File: config.mk
export PLATFORM = sky130hd
export DESIGN_NAME = vertex_loader_flat
export DESIGN_NICKNAME = d
export VERILOG_FILES = /design/src/rtl/vertex_loader_if.sv /design/src/rtl/vertex_loader.sv /design/src/flat_wrapper.sv
export SDC_FILE = /design/constraint.sdc
export NUM_CORES = 1
export LEC_CHECK = 0
export CAP_MARGIN = 25
export CELL_PAD_IN_SITES_DETAIL_PLACEMENT = 1
export CELL_PAD_IN_SITES_GLOBAL_PLACEMENT = 2
export CORE_MARGIN = 2
export CORE_UTILIZATION = 34
export CTS_BUF_LIST = sky130_fd_sc_hd__clkbuf_4
export DETAILED_ROUTE_END_ITERATION = 16
export PLACE_DENSITY_LB_ADDON = 0.25
export SLEW_MARGIN = 20
export SYNTH_ARGS = -nofsm -noshare
export SYNTH_HDL_FRONTEND = slang
export SYNTH_SLANG_ARGS = --single-unit
File: constraint.sdc
create_clock -name i_clk -period 3.2 [get_ports i_clk]
set_input_delay 0.64 -clock i_clk [delete_from_list [all_inputs] [get_ports i_clk]]
set_output_delay 0.64 -clock i_clk [all_outputs]
set_load 0.05 [all_outputs]
File: src/rtl/vertex_loader_if.sv
// Vertex stream plus BRAM write-port bundle; master drives the stream and
// watches the BRAM port, slave is the loader.
interface vertex_loader_if #(
  parameter int DATA_WIDTH = 32,
  parameter int ADDR_WIDTH = 10
) ();
  logic                  i_valid;
  logic [DATA_WIDTH-1:0] i_data;
  logic                  i_last;
  logic                  o_ready;
  logic                  o_we;
  logic [ADDR_WIDTH-1:0] o_addr;
  logic [DATA_WIDTH-1:0] o_wdata;

  modport master (output i_valid, i_data, i_last, input  o_ready, o_we, o_addr, o_wdata);
  modport slave  (input  i_valid, i_data, i_last, output o_ready, o_we, o_addr, o_wdata);
endinterface

File: src/rtl/vertex_loader.sv
// Packs a vertex word stream into fixed-size records in the vertex BRAM and
// counts complete records so the geometry engine only sees whole meshes.
module vertex_loader #(
  parameter int DATA_WIDTH       = 32,
  parameter int ADDR_WIDTH       = 10,
  parameter int WORDS_PER_VERTEX = 5,
  parameter int MAX_VERTICES     = 204
) (
  input  logic                  i_clk,
  input  logic                  i_rst_n,
  input  logic                  i_start,
  vertex_loader_if.slave        io_bus,
  output logic                  o_busy,
  output logic                  o_done,
  output logic                  o_error,
  output logic [ADDR_WIDTH-1:0] o_vertex_count
);
  localparam int FW = (WORDS_PER_VERTEX > 1) ? $clog2(WORDS_PER_VERTEX) : 1;
  localparam logic [FW-1:0]         LAST_FIELD = FW'(WORDS_PER_VERTEX - 1);
  localparam logic [ADDR_WIDTH-1:0] MAX_CNT    = ADDR_WIDTH'(MAX_VERTICES);

  typedef enum logic [1:0] {S_IDLE, S_LOAD, S_DONE} state_t;

  state_t                r_state;
  logic [FW-1:0]         r_field;
  logic [ADDR_WIDTH-1:0] r_addr;
  logic [ADDR_WIDTH-1:0] r_waddr;
  logic [ADDR_WIDTH-1:0] r_count;
  logic [DATA_WIDTH-1:0] r_wdata;
  logic                  r_we;
  logic                  r_done;
  logic                  r_error;
  logic                  r_ready;

  logic w_accept;
  logic w_full;

  assign w_accept = io_bus.i_valid & r_ready;
  // Once the table is full, words are swallowed so upstream can reach i_last.
  assign w_full   = (r_count == MAX_CNT);

  always_ff @(posedge i_clk or negedge i_rst_n) begin
    if (!i_rst_n) begin
      r_state <= S_IDLE;
      r_field <= '0;
      r_addr  <= '0;
      r_waddr <= '0;
      r_count <= '0;
      r_wdata <= '0;
      r_we    <= 1'b0;
      r_done  <= 1'b0;
      r_error <= 1'b0;
      r_ready <= 1'b0;
    end else begin
      r_we   <= 1'b0;
      r_done <= 1'b0;
      case (r_state)
        S_IDLE, S_DONE: begin
          if (i_start) begin
            r_state <= S_LOAD;
            r_ready <= 1'b1;
            r_field <= '0;
            r_addr  <= '0;
            r_count <= '0;
            r_error <= 1'b0;
          end
        end
        S_LOAD: begin
          if (w_accept) begin
            if (w_full) begin
              r_error <= 1'b1;
            end else begin
              r_we    <= 1'b1;
              r_waddr <= r_addr;
              r_wdata <= io_bus.i_data;
              r_addr  <= r_addr + ADDR_WIDTH'(1);
              if (r_field == LAST_FIELD) begin
                r_field <= '0;
                r_count <= r_count + ADDR_WIDTH'(1);
              end else begin
                r_field <= r_field + FW'(1);
              end
            end
            // A mesh ending mid-record still lands in BRAM but is flagged.
            if (io_bus.i_last) begin
              r_state <= S_DONE;
              r_ready <= 1'b0;
              r_done  <= 1'b1;
              if (r_field != LAST_FIELD) r_error <= 1'b1;
            end
          end
        end
        default: r_state <= S_IDLE;
      endcase
    end
  end

  assign io_bus.o_ready  = r_ready;
  assign io_bus.o_we     = r_we;
  assign io_bus.o_addr   = r_waddr;
  assign io_bus.o_wdata  = r_wdata;
  assign o_busy          = r_ready;
  assign o_done          = r_done;
  assign o_error         = r_error;
  assign o_vertex_count  = r_count;
endmodule
File: src/flat_wrapper.sv
// flat-port wrapper written by rule: the top's interface ports become plain ports
module vertex_loader_flat 
#(
  parameter int DATA_WIDTH       = 32,
  parameter int ADDR_WIDTH       = 10,
  parameter int WORDS_PER_VERTEX = 5,
  parameter int MAX_VERTICES     = 204
)
  (i_clk, i_rst_n, i_start, o_busy, o_done, o_error, o_vertex_count, io_bus_i_valid, io_bus_i_data, io_bus_i_last, io_bus_o_ready, io_bus_o_we, io_bus_o_addr, io_bus_o_wdata);
  vertex_loader_if #(.DATA_WIDTH(DATA_WIDTH), .ADDR_WIDTH(ADDR_WIDTH)) io_bus_i ();
  input  logic i_clk;
  input  logic i_rst_n;
  input  logic i_start;
  output logic o_busy;
  output logic o_done;
  output logic o_error;
  output logic [ADDR_WIDTH-1:0] o_vertex_count;
  input wire logic [$bits(io_bus_i.i_valid)-1:0] io_bus_i_valid;
  input wire logic [$bits(io_bus_i.i_data)-1:0] io_bus_i_data;
  input wire logic [$bits(io_bus_i.i_last)-1:0] io_bus_i_last;
  output wire logic [$bits(io_bus_i.o_ready)-1:0] io_bus_o_ready;
  output wire logic [$bits(io_bus_i.o_we)-1:0] io_bus_o_we;
  output wire logic [$bits(io_bus_i.o_addr)-1:0] io_bus_o_addr;
  output wire logic [$bits(io_bus_i.o_wdata)-1:0] io_bus_o_wdata;
  assign io_bus_i.i_valid = io_bus_i_valid;
  assign io_bus_i.i_data = io_bus_i_data;
  assign io_bus_i.i_last = io_bus_i_last;
  assign io_bus_o_ready = io_bus_i.o_ready;
  assign io_bus_o_we = io_bus_i.o_we;
  assign io_bus_o_addr = io_bus_i.o_addr;
  assign io_bus_o_wdata = io_bus_i.o_wdata;
  vertex_loader #(.DATA_WIDTH(DATA_WIDTH), .ADDR_WIDTH(ADDR_WIDTH), .WORDS_PER_VERTEX(WORDS_PER_VERTEX), .MAX_VERTICES(MAX_VERTICES)) u_core (.i_clk(i_clk), .i_rst_n(i_rst_n), .i_start(i_start), .io_bus(io_bus_i), .o_busy(o_busy), .o_done(o_done), .o_error(o_error), .o_vertex_count(o_vertex_count));
endmodule
==> reports/metrics.cfg <==
[worst_setup_path]
crit_type = reg2out
crit_buf_inv = 1
slowest_stage = clkdlybuf4s50_1
cp.required_ns = 2.56
worst_setup_path_end_kind = primary output
critPathLaunchType = register
critical_path_arrival_ns = 1.77
slowest_delay_ns = 0.86
crit_chain = clkdlybuf4s50_1
crit_family = buffers and inverters
worstPathMaxFanout = 7

[global_routing]
grt_pass1_wl_um = 13300
grt_max_degree = 72
antenna_found_initial = 1
grt_usage_pct = 16.7
grt_pass1_vias = 2596
grt.overflow.total = 0

[synth]
ys_top_cells_by_area = dfrtp_1 54%, mux2_2 9.3%, mux2_4 6.9%
yosysTopAreaCellShare_pct = 54.2
ys.flop_type = dfrtp_1
synth_warnings = 0
async_flop_share_pct = 100
synth_nets = 296
synth.largest_area_cell = dfrtp_1
yosysMostFrequentCell = dfrtp_1
synth_edf_count = 0
syn_area_per_cell_um2 = 12.9
ys_seq_area_share_pct = 54.2
synth_common_cells = 71 x dfrtp_1, 27 x mux2_2, 23 x nand2_1
synth_cell_type_count = 47
ys_ff_latch = 71
syn_inst = 254
syn_area_mm2 = 0.00328

[timing]
hold_ws_ns = 0.310
worstMarginPinSlew_ns = 0.906
fmax_ghz = 0.414
setup-tns-final_ns = 0
rsz0062_at_grt = no
min_period_ns = 2.41
relSlewSlack_pct = 39.6
finalHoldViolations = 0
period_share_pct = 75.5
fin_worst_skew_ns = 0.0184
setup_violations = 0
slew_violations = 0

[placed_design]
dp_cells = 468
routabilityCongestion = 0.742
io_buffers = 93
dpl-instance-area_mm2 = 0.00434
dpl.hpwl_um = 5530

[drt]
vias = 2412
wire_per_inst_um = 16.7
drtIter0Drc = 74
wirelength_um = 8070
viasPerCell = 4.98
postRouteAntennaNets = 0
drc = 0
drt_first_pass_iters = 4

[floorplan]
coreArea_mm2 = 0.00928
rows = 35
initial_core_util_pct = 35.3
die_w_um = 102
die_area_mm2 = 0.0105
fp.dieH_um = 102
ios = 94

[clock_tree]
clkSinkCount = 71
worstSkewPairLatency_ns = 0.43
clockRootBuffer = clkbuf_4
cts_hold_buffers = 0
htree_levels = 3
cts_resized = 0
cts_inserted_buffers = 9
path_clk_slew_ns = 0.13
cts_setup_buffers = 0
cts_tree = done
clk_path_buf_depth = 2

[final_layout]
nFillCells = 1001
area_growth_syn_to_layout_pct = 35.4
drive_above_1_share_pct = 20.1
stdcell_area_mm2 = 0.00444
layout.nets = 392
fin_cells = 484

[min_path]
hold_class = in2async

[outcome]
status = finished clean

[flow_run]
drv_cap = 0

[pwr]
powerDensity_mw_per_mm2 = 950
ir_worst_vdd_v = 0.000427
leakage_nw = 1.93

[state kept, by name, summed over array words and instances, names as in the netlist, 2 cells and up]
register               cells
u_core.io_bus.o_addr      10
u_core.io_bus.o_wdata     32
u_core.o_vertex_count     10
u_core.r_addr             10
u_core.r_field             3
u_core.r_state             2
[cell type report]
class	count	area (um2)	share of cell area, %
multi-input cells	165	1400	31.5
flip-flops and latches	71	1780	40.0
diodes	1	2.50	0.0563
clock inverters	6	37.5	0.845
well taps	129	161	3.63
inverters	5	18.8	0.422
repair buffers	98	978	22.0
clock buffers	9	67.6	1.52
[cell usage in the layout, fill, tap and decap left out, types with 5 or more instances in the layout]
master,count
nand2b_1,8
mux2_2,27
clkbuf_4,9
o31ai_1,5
dfrtp_1,71
buf_4,5
nand2_1,23
a31oi_1,6
a41o_1,5
clkdlybuf4s50_1,92
nor2_1,7
nand4_1,6
mux2i_1,6
a21oi_1,7
ha_1,5
inv_1,5
mux2_4,15
[cells by family after synthesis]
logic type / after synthesis / share of synthesized area [%]
flops: 71 / 54.2
fa+ha+maj: 5 / 1.91
simple gates: 75 / 14.0
mux: 48 / 18.0
buf+inv: 18 / 3.51
compound gates: 37 / 8.51
[worst paths after layout]
check	cells after the start	startpoint	slack, ns	endpoint
max	1	u_core.o_vertex_count[2]$_DFFE_PN0P_	0.79	o_vertex_count[2]
min	1	i_rst_n	0.31	u_core.o_error$_DFFE_PN0P_
max reg2reg	4	u_core.o_vertex_count[4]$_DFFE_PN0P_	0.97	u_core.o_vertex_count[5]$_DFFE_PN0P_
min reg2reg	1	u_core.r_field[2]$_DFFE_PN0P_	0.50	u_core.r_field[2]$_DFFE_PN0P_
max in group asynchronous	1	i_rst_n	2.27	u_core.o_vertex_count[4]$_DFFE_PN0P_
min in group i_clk	1	u_core.r_field[2]$_DFFE_PN0P_	0.50	u_core.r_field[2]$_DFFE_PN0P_
[per-stage QoR]
stage | power, mW | worst slack (ns) | util, %
detailed placement | 3.76 | 0.611 | 46.7
global placement | 3.72 | 0.667 | 46.7
finish | 4.22 | 0.785 | 47.9
floorplan | 2.99 | 1.20 | -
global route | 4.46 | 0.703 | 47.9
CTS | 4.27 | 0.758 | 47.8
[where the power goes]
part / leakage [nW] / switching (mW) / internal (mW)
Combinational: 0.974 / 1.43 / 0.908
Clock: 0.0556 / 0.347 / 0.153
Sequential: 0.902 / 0.197 / 1.19
[per-layer routing]
| layer | track usage [%] | vias to the layer above | wire length [um] |
|---|---|---|---|
| li1 | - | 1122 | - |
| met1 | 22.1 | 1237 | 3630 |
| met2 | 26.7 | 42 | 4040 |
| met3 | 2.87 | 11 | 228 |
| met4 | 7.79 | 0 | 167 |
| met5 | 0 | - | 0 |
Note: power is estimated with default switching activity, not from simulation.
